<file path="config.mk">
export PLATFORM = sky130hd
export DESIGN_NAME = pixel_compositor
export DESIGN_NICKNAME = d
export VERILOG_FILES = /design/src/rtl/compositor_pkg.sv /design/src/rtl/compositor_palette.sv /design/src/rtl/pixel_compositor.sv
export SDC_FILE = /design/constraint.sdc
export NUM_CORES = 1
export LEC_CHECK = 0
export BUFFER_PORTS_ARGS = -buffer_cell sky130_fd_sc_hd__buf_2
export CORE_MARGIN = 4
export CORE_UTILIZATION = 40
export CTS_CLUSTER_SIZE = 8
export DETAILED_ROUTE_END_ITERATION = 8
export GPL_ROUTABILITY_DRIVEN = 0
export PLACE_DENSITY_LB_ADDON = 0.2
export RECOVER_POWER = 25
export SLEW_MARGIN = 40
export SYNTH_ARGS = -nofsm -noshare
export SYNTH_HDL_FRONTEND = slang
export SYNTH_HIERARCHICAL = 1
export SYNTH_SLANG_ARGS = --single-unit
export TNS_END_PERCENT = 5
</file>
<file path="constraint.sdc">
create_clock -name clk -period 2.2 [get_ports clk]
set_input_delay 0.22 -clock clk [delete_from_list [all_inputs] [get_ports clk]]
set_output_delay 0.22 -clock clk [all_outputs]
set_load 0.005 [all_outputs]
</file>
<file path="src/rtl/compositor_pkg.sv">
`default_nettype none
// ============================================================================
//  Module      : compositor_pkg
//  Description : Shared constants and default-palette helper for the pixel
//                compositor.
//  Revision    : 1.0 - initial release
// ============================================================================
package compositor_pkg;

  // Default output pixel width (4:4:4 RGB)
  localparam int DEF_COLOR_W = 12;

  // Named colours at the default 4:4:4 width
  localparam logic [DEF_COLOR_W-1:0] BLACK = 12'h000;
  localparam logic [DEF_COLOR_W-1:0] WHITE = 12'hFFF;
  localparam logic [DEF_COLOR_W-1:0] GREEN = 12'h0F0;
  localparam logic [DEF_COLOR_W-1:0] RED   = 12'hF00;

  // Default palette entry for an index at an arbitrary colour width (<= 32).
  // Green and red are full-scale patterns in the middle and top thirds.
  function automatic logic [31:0] default_entry(input int idx, input int color_w);
    int          f;
    logic [31:0] field;
    logic [31:0] all_ones;
    f        = color_w / 3;
    field    = (32'd1 << f) - 32'd1;
    all_ones = (color_w >= 32) ? 32'hFFFF_FFFF : ((32'd1 << color_w) - 32'd1);
    case (idx)
      0:       return all_ones;
      2:       return field << f;
      3:       return field << (2 * f);
      default: return 32'd0;
    endcase
  endfunction

endpackage
`default_nettype wire

</file>
<file path="src/rtl/compositor_palette.sv">
`default_nettype none
// ============================================================================
//  Module      : compositor_palette
//  Description : Palette register file: synchronous write, combinational read,
//                reset to default colours. With COMPOSITOR_BLINK_EN defined it
//                also holds a per-entry blink mask written with the colour.
//  Revision    : 1.0 - initial release
// ============================================================================
module compositor_palette
  import compositor_pkg::*;
#(
  parameter int COLOR_W = DEF_COLOR_W,
  parameter int WORLD_W = 2
) (
  input  logic               clk,
  input  logic               reset,
  input  logic               wr_en_i,
  input  logic [WORLD_W-1:0] wr_addr_i,
  input  logic [COLOR_W-1:0] wr_data_i,
`ifdef COMPOSITOR_BLINK_EN
  input  logic               blink_wr_i,
  output logic               rd_blink_o,
`endif
  input  logic [WORLD_W-1:0] rd_addr_i,
  output logic [COLOR_W-1:0] rd_data_o
);

  localparam int DEPTH = 2 ** WORLD_W;

  logic [DEPTH-1:0][COLOR_W-1:0] pal_q;
  logic [DEPTH-1:0][COLOR_W-1:0] pal_d;

  function automatic logic [COLOR_W-1:0] def_val(input int idx);
    logic [31:0] t;
    t = default_entry(idx, COLOR_W);
    return t[COLOR_W-1:0];
  endfunction

  // Next palette contents: only the addressed entry changes on a write
  always_comb begin
    pal_d = pal_q;
    if (wr_en_i) pal_d[wr_addr_i] = wr_data_i;
  end

  // Palette registers with per-index reset defaults
  always_ff @(posedge clk) begin
    if (reset) begin
      for (int i = 0; i < DEPTH; i++) pal_q[i] <= def_val(i);
    end else begin
      pal_q <= pal_d;
    end
  end

  // Read returns the pre-write value during a write cycle
  assign rd_data_o = pal_q[rd_addr_i];

`ifdef COMPOSITOR_BLINK_EN
  logic [DEPTH-1:0] mask_q;
  logic [DEPTH-1:0] mask_d;

  // Blink mask bit follows the colour write of the same entry
  always_comb begin
    mask_d = mask_q;
    if (wr_en_i) mask_d[wr_addr_i] = blink_wr_i;
  end

  // Blink mask register, cleared on reset
  always_ff @(posedge clk) begin
    if (reset) mask_q <= '0;
    else       mask_q <= mask_d;
  end

  assign rd_blink_o = mask_q[rd_addr_i];
`endif

endmodule
`default_nettype wire

</file>
<file path="src/rtl/pixel_compositor.sv">
`default_nettype none
// ============================================================================
//  Module      : pixel_compositor
//  Description : Two-stage pixel compositor. Stage 1 registers the palette
//                lookup, layers and syncs; stage 2 registers the priority
//                overlay with blanking. Optional blink feature is enabled by
//                defining COMPOSITOR_BLINK_EN.
//  Revision    : 1.0 - initial release
// ============================================================================
module pixel_compositor
  import compositor_pkg::*;
#(
  parameter int COLOR_W      = DEF_COLOR_W,
  parameter int WORLD_W      = 2,
  parameter int NUM_LAYERS   = 2,
  parameter int BLINK_FRAMES = 30
) (
  input  logic                          clk,
  input  logic                          reset,
  input  logic                          enableVideo,
  input  logic                          hsync_in,
  input  logic                          vsync_in,
  input  logic                          frame_tick,
  input  logic [WORLD_W-1:0]            worldIn,
  input  logic [NUM_LAYERS*COLOR_W-1:0] layers_in,
  input  logic                          pal_wr_en,
  input  logic [WORLD_W-1:0]            pal_wr_addr,
  input  logic [COLOR_W-1:0]            pal_wr_data,
  input  logic                          pal_blink_wr,
  output logic [COLOR_W-1:0]            drawColor,
  output logic                          hsync_out,
  output logic                          vsync_out
);

  logic [COLOR_W-1:0] pal_rd_data;
  logic [COLOR_W-1:0] base_d;

`ifdef COMPOSITOR_BLINK_EN
  localparam int                CNT_W    = $clog2(BLINK_FRAMES + 1);
  localparam logic [CNT_W-1:0]  CNT_LAST = CNT_W'(BLINK_FRAMES - 1);

  logic             pal_rd_blink;
  logic [CNT_W-1:0] cnt_q;
  logic [CNT_W-1:0] cnt_d;
  logic             phase_q;
  logic             phase_d;

  compositor_palette #(
    .COLOR_W (COLOR_W),
    .WORLD_W (WORLD_W)
  ) u_palette (
    .clk        (clk),
    .reset      (reset),
    .wr_en_i    (pal_wr_en),
    .wr_addr_i  (pal_wr_addr),
    .wr_data_i  (pal_wr_data),
    .blink_wr_i (pal_blink_wr),
    .rd_blink_o (pal_rd_blink),
    .rd_addr_i  (worldIn),
    .rd_data_o  (pal_rd_data)
  );

  // Frame counter: toggle the blink phase every BLINK_FRAMES ticks
  always_comb begin
    cnt_d   = cnt_q;
    phase_d = phase_q;
    if (frame_tick) begin
      if (cnt_q == CNT_LAST) begin
        cnt_d   = '0;
        phase_d = ~phase_q;
      end else begin
        cnt_d = cnt_q + 1'b1;
      end
    end
  end

  // Blink counter and phase registers
  always_ff @(posedge clk) begin
    if (reset) begin
      cnt_q   <= '0;
      phase_q <= 1'b0;
    end else begin
      cnt_q   <= cnt_d;
      phase_q <= phase_d;
    end
  end

  // Masked entries go black during the off phase; layers are not affected
  assign base_d = (phase_q && pal_rd_blink) ? '0 : pal_rd_data;
`else
  localparam int unused_blink_frames = BLINK_FRAMES;
  logic unused_blink_inputs;

  compositor_palette #(
    .COLOR_W (COLOR_W),
    .WORLD_W (WORLD_W)
  ) u_palette (
    .clk       (clk),
    .reset     (reset),
    .wr_en_i   (pal_wr_en),
    .wr_addr_i (pal_wr_addr),
    .wr_data_i (pal_wr_data),
    .rd_addr_i (worldIn),
    .rd_data_o (pal_rd_data)
  );

  assign unused_blink_inputs = &{1'b0, frame_tick, pal_blink_wr};
  assign base_d              = pal_rd_data;
`endif

  logic                          en_s1_q;
  logic                          hs_s1_q;
  logic                          vs_s1_q;
  logic [COLOR_W-1:0]            base_s1_q;
  logic [NUM_LAYERS*COLOR_W-1:0] layers_s1_q;
  logic [COLOR_W-1:0]            color_d;
  logic [COLOR_W-1:0]            color_q;
  logic                          hs_q;
  logic                          vs_q;

  // Stage 1: capture video enable, syncs, base colour and raw layers
  always_ff @(posedge clk) begin
    if (reset) begin
      en_s1_q     <= 1'b0;
      hs_s1_q     <= 1'b0;
      vs_s1_q     <= 1'b0;
      base_s1_q   <= '0;
      layers_s1_q <= '0;
    end else begin
      en_s1_q     <= enableVideo;
      hs_s1_q     <= hsync_in;
      vs_s1_q     <= vsync_in;
      base_s1_q   <= base_d;
      layers_s1_q <= layers_in;
    end
  end

  // Overlay: lowest-index opaque layer wins, else base; blank outside video
  always_comb begin
    color_d = base_s1_q;
    for (int k = NUM_LAYERS - 1; k >= 0; k--) begin
      if (layers_s1_q[k*COLOR_W +: COLOR_W] != '0) color_d = layers_s1_q[k*COLOR_W +: COLOR_W];
    end
    if (!en_s1_q) color_d = '0;
  end

  // Stage 2: registered output with syncs delayed to match
  always_ff @(posedge clk) begin
    if (reset) begin
      color_q <= '0;
      hs_q    <= 1'b0;
      vs_q    <= 1'b0;
    end else begin
      color_q <= color_d;
      hs_q    <= hs_s1_q;
      vs_q    <= vs_s1_q;
    end
  end

  assign drawColor = color_q;
  assign hsync_out = hs_q;
  assign vsync_out = vs_q;

endmodule
`default_nettype wire

</file>
# Yosys cells after proc, flatten, opt, wreduce, memory -nomap -nowiden

Index checks and enable logic that the tools add are counted.

Add/sub/neg operators: 0
Bitwise gates (word level): 1
Multiply operators: 0
Equality and inequality tests: 0
Reduce and logical (&&, ||, !) cells: 4
Magnitude comparators: 3
Divide/modulo/power cells: 0
Shift operators: 0
Muxes and demuxes: 7

Operators with widths:

| kind                 | count |
|---|---|
| $bwmux W48           | 1 |
| $mux W12             | 4 |
| $bmux W12 S2         | 1 |
| $demux W12 S2        | 1 |
| $reduce_bool A12 Y1  | 2 |
| $lt A2 B3 Y1 const B | 2 |
| $ge A2 B1 Y1 const B | 1 |
| $reduce_or A2 Y1     | 1 |
| $logic_and A1 B1 Y1  | 1 |
| $not A1 Y1           | 1 |

Memories: 0
Word-level logic and storage cells: 27
ROM bits: 0
Memory bits (writable): 0
Bits in registers: 101
Latch bits: 0
Input bits: 48
Output and inout port bits: 14

# Depth between registers and ports, before layout

Gate-level depths: netlist of the first run.

Word-level depth: 5
Gate-level depth with buffers: 5
Depth with buffers taken out: 4

# By module

The synthesis of the first run kept the hierarchy.

Modules (own cells, without submodules):

| module             | area an instance (um^2) | cells each | times used |
|---|---|---|---|
| compositor_palette | 2199.6                  | 199        | 1 |
| pixel_compositor   | 1699.1                  | 151        | 1 |

# Worst setup path before layout of the first run

Ideal clock, no wire load.

Path kind: register -> register
From: register layers_s1_q[0]
To: register color_q[4], in the netlist drawColor[4]
Data required time: 2078 ps
Slack: 521 ps
Setup time: 122 ps
Data arrival time: 1557 ps
Cell stages (with the launch flop): 5
Period minus slack after synthesis: 1679 ps
Path through: dfxtp_1 -> or4_4 -> or3_4 -> a311oi_1 -> nor2_1

Cells in the longest elaborated chain, start to end: 2

RTL lines:

| what                     | RTL line                | text |
|---|---|---|
| start: declaration       | pixel_compositor.sv:115 | `logic [NUM_LAYERS*COLOR_W-1:0] layers_s1_q;` |
| start signal: assignment | pixel_compositor.sv:134 | `layers_s1_q <= layers_in;` |
| $reduce_bool A12 Y1      | pixel_compositor.sv:142 | `if (layers_s1_q[k*COLOR_W +: COLOR_W] != '0) color_d = layers_s1_q[k*COLOR_W +: COLOR_W];` |
| $mux W12                 | pixel_compositor.sv:142 |  |
| end signal: assignment   | pixel_compositor.sv:154 | `color_q <= color_d;` |
| end: declaration         | pixel_compositor.sv:117 | `logic [COLOR_W-1:0] color_q;` |

No other way between the ends.
A chain may end at the register's enable or synchronous reset.

# Worst setup path after layout of the first run

From: register layers_s1_q[0]
To: register color_q[9], in the netlist drawColor[9]

The elaborated chain is that of the path after synthesis.

==> results.md, run 1 <==
• 28 — number of distinct standard cells referenced by the synthesized netlist
• 2,503 — via count of the first global-routing pass
• 0.007487 ns — worst-case clock skew
• sky130_fd_sc_hd__dfxtp_1 — cell type with the largest total area after synthesis
• 543 — Finished Layout Cells
• 0.2335 — worst relative slew slack
• 62 — num ports
• 0.1346 — GRT Util Overall
• 3 — htree depth
• no — setup repair after global routing missed its margin
• 0.8227 — final cycle utilization of the critical path
• 3899 µm² — cell area after synthesis
• 0.5186 — fraction of post-synthesis cell area in the top cell type by area
• flop to flop — Setup CP Type
• 0 — DRC violations left
• 9 — CTS Buf Count
• sky130_fd_sc_hd__clkbuf_8 — buffer cell driving the clock tree root
• 45 — largest net degree at the start of global routing
• 1.865 nW — standby leakage power
• 398 — number of nets in the synthesized netlist
• 2,545 — via count
• 0 — Final setup viols
• 106.7 µm — horizontal die dimension
• 0.2440 — fraction of final layout cells with drive strength greater than 1
• 13.80 µm — wire length per cell after detailed routing
• 0.57 ns — crit-path max cell delay
• 0.5186 — share of synthesized area occupied by flip-flops and latches
• 0 — number of gates resized after cts
• 108 — Detailed Route Iter0 Violations
• 0.4788 — fin util
• 2.44 ns — worst path required time
• 106.7 µm — Die Height
• 0.4298 ns — pre-CTS setup slack
• 0 — Antenna diodes
• simple AND/OR/NAND/NOR gates — family with the most delay on the worst path
• 6 — Synth Warn #
• 527 — number of placed instances, taps included
• 0 — total grt overflow
• 15.08% — area growth from synthesis to layout
• 0 — count of endpoints failing hold in the final timing report
• 0 — critical path buffer and inverter count
• 11,390 µm² — floorplan die area
• 0 — quantity of hold-fixing buffers added after cts
• 12.03 mm — global-route wire length before repair
• complete, no violations — status
• 101 — count of state elements after synthesis
• 457 — net total in the final layout
• 4 — TritonRoute pass-1 iters
• 0.4160 — starting density of the core
• 0.5525 GHz — maximum clock frequency
• 0.36 ns — insertion delay of the later-clocked pin in the worst-skew pair
• 7.494 mm — Routed WL
• 0 — number of post-CTS setup repair buffers
• or4_4 -> nor3_4 -> nand3_2 -> o41ai_1 — cell breakdown of the critical path
• sky130_fd_sc_hd__or4_4 — Critical Path Slowest Stage Cell
• flop — CP Launch Type
• 2.05 ns — Worst Path Arrival
• 1.810 ns — final critical delay including setup and external delays
• 5.152 mm — DP Wirelength
• 0.08 ns — clock transition at the registers of the reported paths
• 101 — number of clock sinks
• 6 — crit path max fanout
• 9371 µm² — area of the placeable core
• primary input to flop — Worst Hold Class
• 11.14 µm² — post-synthesis area per instance
• 2 — maximum buffer depth of the clock tree
• 59 — number of buffers added on ports
• 0 — Routed Antenna Nets
• 0 ns — setup TNS
• flop — Critical Path End Type
• 350 — synthesized instance count
• 4.687 — average via count per standard cell
• sky130_fd_sc_hd__dfxtp_1, sky130_fd_sc_hd__mux2i_1, sky130_fd_sc_hd__mux4_2 — biggest area contributors in the synthesized netlist
• yes — CTS tree
• 0 — total of max-cap violations
• 0 — max-slew violations
• 734.3 nW/µm² — pwr/cell area
• 1.150 ns — slew at the pin with the worst max-slew slack
• 3.295 mW — overall power
• 0.3426 mV — worst supply voltage drop on vdd
• 0.3901 ns — final setup margin
• 0 — antenna violations before repair
• 35 — number of placement rows
## area by class of cell
class	count	area [µm²]
clock buffers	13	158.9
multi-input cells	221	1737
inverters	8	30.03
well taps	129	161.4
repair buffers	68	357.8
clock inverters	3	20.02
fillers	918	4885
flip-flops and latches	101	2022
## power breakdown
group | internal [mW] | switching (mW) | total (mW)
Combinational | 0.155 | 0.142 | 0.297
Sequential | 1.91 | 0.0357 | 1.94
Clock | 0.473 | 0.583 | 1.06
## path summary, 6_finish.rpt
| kind | from | to | slack (ns) | cells past startpoint |
|---|---|---|---|---|
| max | layers_s1_q[0] | drawColor[9] | 0.39 | 4 |
| max reg2reg | layers_s1_q[0] | drawColor[9] | 0.39 | 4 |
| min reg2reg | vs_s1_q | vsync_out | 0.45 | 1 |
| min | vsync_in | vs_s1_q | 0.07 | 2 |
## worst register-to-register path, cell delays in order (launching register included)
cell and delay, ns:
sky130_fd_sc_hd__dfxtp_1 0.32, sky130_fd_sc_hd__or4_4 0.57, sky130_fd_sc_hd__nor3_4 0.29, sky130_fd_sc_hd__nand3_2 0.16, sky130_fd_sc_hd__o41ai_1 0.36
## flip-flops by register name, summed over array words and instances (netlist names)
register         count
layers_s1_q         24
base_s1_q           12
hsync_out            1
vs_s1_q              1
u_palette/pal_q     48
en_s1_q              1
drawColor           12
vsync_out            1
hs_s1_q              1
## cell families (layout without fill, tap and decap cells)
logic type / Yosys count / in the layout / share of synthesized area
and+or+nand+nor: 137 / 137 / 0.2092
DFF: 101 / 101 / 0.5186
muxes: 60 / 60 / 0.1926
buffers and inverters: 28 / 92 / 0.03594
AOI/OAI and AO/OA: 24 / 24 / 0.04364
## through the flow
step	hold WS, ns	cell area (µm²)
4_1_cts	0.05530	4492
2_1_floorplan	0.2916	3899
5_1_grt	0.05628	4487
3_5_place_dp	0.4256	4313
6_report	0.07322	4487
3_3_place_gp	0.4244	4313
## metal layers
layer | vias up | track usage | wire length [µm]
li1 | 1306 | - | -
met1 | 1166 | 0.1759 | 3686
met2 | 67 | 0.2158 | 3354
met3 | 6 | 0.04515 | 388
met4 | 0 | 0.03196 | 64
met5 | - | 0 | 0
## layout by cell type (no fill, tap or decap)
cell	count
sky130_fd_sc_hd__nand2b_1	41
sky130_fd_sc_hd__a311oi_1	4
sky130_fd_sc_hd__nor2_1	37
sky130_fd_sc_hd__nor2_2	1
sky130_fd_sc_hd__nand3_1	1
sky130_fd_sc_hd__dfxtp_1	101
sky130_fd_sc_hd__nand4_1	1
sky130_fd_sc_hd__o41ai_1	4
sky130_fd_sc_hd__a22oi_1	8
sky130_fd_sc_hd__inv_1	8
sky130_fd_sc_hd__or4_1	2
sky130_fd_sc_hd__o21ai_0	8
sky130_fd_sc_hd__and3b_1	1
sky130_fd_sc_hd__buf_4	9
sky130_fd_sc_hd__or4_4	3
sky130_fd_sc_hd__or2_2	2
sky130_fd_sc_hd__clkinvlp_4	2
sky130_fd_sc_hd__nand3b_1	1
sky130_fd_sc_hd__clkbuf_1	6
sky130_fd_sc_hd__clkinv_2	1
sky130_fd_sc_hd__nor2b_1	42
sky130_fd_sc_hd__or3_4	1
sky130_fd_sc_hd__nand3_2	1
sky130_fd_sc_hd__clkbuf_8	11
sky130_fd_sc_hd__mux4_2	12
sky130_fd_sc_hd__nor3b_2	1
sky130_fd_sc_hd__nor4_2	1
sky130_fd_sc_hd__nor3_4	1
sky130_fd_sc_hd__buf_2	55
sky130_fd_sc_hd__mux2i_1	48
## cells in the mapped netlist
master                     number
sky130_fd_sc_hd__a22oi_1        8
sky130_fd_sc_hd__a311oi_1       4
sky130_fd_sc_hd__nand3_2        1
sky130_fd_sc_hd__nand4_1        1
sky130_fd_sc_hd__clkbuf_1       8
sky130_fd_sc_hd__or4_1          2
sky130_fd_sc_hd__mux2i_1       48
sky130_fd_sc_hd__nor4_2         1
sky130_fd_sc_hd__or3_4          1
sky130_fd_sc_hd__or2_2          2
sky130_fd_sc_hd__or4_4          3
sky130_fd_sc_hd__nor2b_1       42
sky130_fd_sc_hd__and3b_1        1
sky130_fd_sc_hd__buf_4          3
sky130_fd_sc_hd__nor3b_2        1
sky130_fd_sc_hd__nand3_1        1
sky130_fd_sc_hd__buf_6          2
sky130_fd_sc_hd__o41ai_1        4
sky130_fd_sc_hd__o21ai_0        8
sky130_fd_sc_hd__nand3b_1       1
sky130_fd_sc_hd__nor2_1        37
sky130_fd_sc_hd__dfxtp_1      101
sky130_fd_sc_hd__buf_2          7
sky130_fd_sc_hd__inv_1          8
sky130_fd_sc_hd__nand2b_1      41
sky130_fd_sc_hd__nor2_2         1
sky130_fd_sc_hd__mux4_2        12
sky130_fd_sc_hd__nor3_4         1
(Power assumes the default switching activity.)
==> run 2: changes to the inputs <==
Clock period 2.2 ns to 1.7 ns, I/O delays scaled along.
==> results.md, run 2 (synthesis results as in run 1) <==
• finished, violations left — status
• negative setup slack — violated checks
• 0 — critical path buffer and inverter count
• 14.18 µm — wire length per cell after detailed routing
• 2,632 — via count
• 1.033 — final cycle utilization of the critical path
• 3 — htree depth
• 0.5254 mV — worst supply voltage drop on vdd
• 0.4160 — starting density of the core
• drawColor[5] — Crit Reg-Reg Endpoint
• 106.7 µm — horizontal die dimension
• 9371 µm² — area of the placeable core
• sky130_fd_sc_hd__dfxtp_1, sky130_fd_sc_hd__buf_2, sky130_fd_sc_hd__mux2i_1 — commonest cells after routing, fill and taps aside
• 59 — number of buffers added on ports
• 0.345 — clock network power share
• 0.5692 GHz — maximum clock frequency
• 3.382 mW — cell internal pwr
• 99 — largest net degree at the start of global routing
• 0.564 — Flop pwr share
• 7 — Final setup viols
• simple AND/OR/NAND/NOR gates — family with the most delay on the worst path
• u_palette/pal_q — Biggest register
• 4 — number of logic stages on the critical path including buffering
• 0 — Antenna diodes
• 2 — hold path depth
• primary input to flop — Worst Hold Class
• 4.466 mW — overall power
• 157 — Detailed Route Iter0 Violations
• flop to flop — Setup CP Type
• 0 — count of endpoints failing hold in the final timing report
• 1.413 ns — slew at the pin with the worst max-slew slack
• 2.01 ns — Worst Path Arrival
• 2,468 — via count of the first global-routing pass
• 4 — crit path max fanout
• flop — Critical Path End Type
• 462 — net total in the final layout
• 0.01037 ns — worst-case clock skew
• 4 — Worst R2R Path Depth
• 12.34 mm — global-route wire length before repair
• 1.757 ns — final critical delay including setup and external delays
• 1.940 nW — standby leakage power
• sky130_fd_sc_hd__clkbuf_8 — buffer cell driving the clock tree root
• layers_in[21] — source of the worst hold timing path
• 0.091 — combinational power share
• 4 — TritonRoute pass-1 iters
• 0.1383 — GRT Util Overall
• 0 — total grt overflow
• or4_4 -> or3_4 -> a311oi_1 -> nor2_1 — cell breakdown of the critical path
• 0.4916 — fin util
• 0.2426 — switching part of the total power
• sky130_fd_sc_hd__or4_4 — Critical Path Slowest Stage Cell
• 899 — filler cell count
• -0.05934 ns — pre-CTS setup slack
• 0 — max-slew violations
• 0.2745 — fraction of final layout cells with drive strength greater than 1
• 1.083 mW — total net switching power
• u_palette/pal_q: 48 flops, layers_s1_q: 24 flops — biggest regs
• 0.05813 — worst relative slew slack
• yes — setup repair after global routing missed its margin
• layers_s1_q[21] — hold endpoint
• 0.36 ns — insertion delay of the later-clocked pin in the worst-skew pair
• 0 — DRC violations left
• -0.06 ns — worst reg-to-reg setup slack
• 9 — CTS Buf Count
• 7.768 mm — Routed WL
• 0.01773 ns — Hold WS
• 48 — flip-flop count of the largest register after layout
• 2022 µm² — Sequential cell area
• -0.05678 ns — final setup margin
• 0.10 ns — clock transition at the registers of the reported paths
• 0.57 ns — crit-path max cell delay
• 0 — total of max-cap violations
• 101 — number of clock sinks
• layers_s1_q[0] — launch instance of the worst register-to-register path
• 0 — antenna violations before repair
• 35 — number of placement rows
• 106.7 µm — Die Height
• flop — CP Launch Type
• 18.16% — area growth from synthesis to layout
• 1779 µm² — Multi-input gate area
• 0 — Routed Antenna Nets
• 5.249 mm — DP Wirelength
• 4.803 — average via count per standard cell
• 2 — maximum buffer depth of the clock tree
• 11,390 µm² — floorplan die area
• 969.3 nW/µm² — pwr/cell area
• 62 — num ports
• -0.2365 ns — setup TNS
• 1.95 ns — worst path required time
• yes — CTS tree
• sky130_fd_sc_hd__dfxtp_1 — most common cell after layout, fill and taps aside
## run 2: area by class of cell
cell class              instances  share of cell area
multi-input cells             221              0.3862
inverters                       8            0.006518
repair buffers                 73             0.08854
well taps                     129             0.03504
clock buffers                   9             0.02689
flip-flops and latches        101              0.4389
clock inverters                 7             0.01793
## run 2: worst max-delay path by stage
stage / start / end / slack (ns)
CTS: layers_s1_q[0] / drawColor[7] / -0.05
finish: layers_s1_q[0] / drawColor[5] / -0.06
floorplan: layers_s1_q[0] / drawColor[4] / 0.02
global placement: layers_s1_q[0] / drawColor[6] / -0.03
detailed placement: layers_s1_q[0] / drawColor[9] / -0.06
global route: layers_s1_q[0] / drawColor[11] / -0.10
## run 2: power by group through the flow
stage / clock, mW / sequential [mW] / combinational [mW]
2_1_floorplan: 0 / 2.55 / 0.271
3_3_place_gp: 0 / 2.57 / 0.398
3_5_place_dp: 0 / 2.57 / 0.403
4_1_cts: 1.60 / 2.52 / 0.407
5_1_grt: 1.70 / 2.53 / 0.447
6_report: 1.54 / 2.52 / 0.405
## run 2: per-stage QoR
step,instances,instance area [µm²]
floorplan,350,3899
global placement,530,4360
detailed placement,530,4360
CTS,546,4574
global route,548,4607
finish,548,4607
## run 2: routing by layer
| layer | GRT usage | vias to the layer above | share of wire |
|---|---|---|---|
| met5 | 0 | - | 0 |
| met2 | 0.2127 | 76 | 0.47 |
| li1 | - | 1319 | - |
| met1 | 0.1892 | 1228 | 0.47 |
| met4 | 0.03105 | 0 | 0.0077 |
| met3 | 0.04636 | 9 | 0.061 |
## run 2: timing repair
| item | 4_1_cts | 5_1_grt |
|---|---|---|
| endpoints found under the setup margin | 10 | 12 |
| hold endpoints to repair | 0 | 1 |
| hold buffers | 0 | 1 |
| pin swaps | 4 | 1 |
| buffers inserted | 0 | 1 |
| gates resized for setup | 5 | 5 |
## run 2: worst register-to-register path, delay by kind of cell, from the launching register on
family	cells	cell delay, ns
flops	1	0.32
simple gates	3	1.08
compound gates	1	0.25
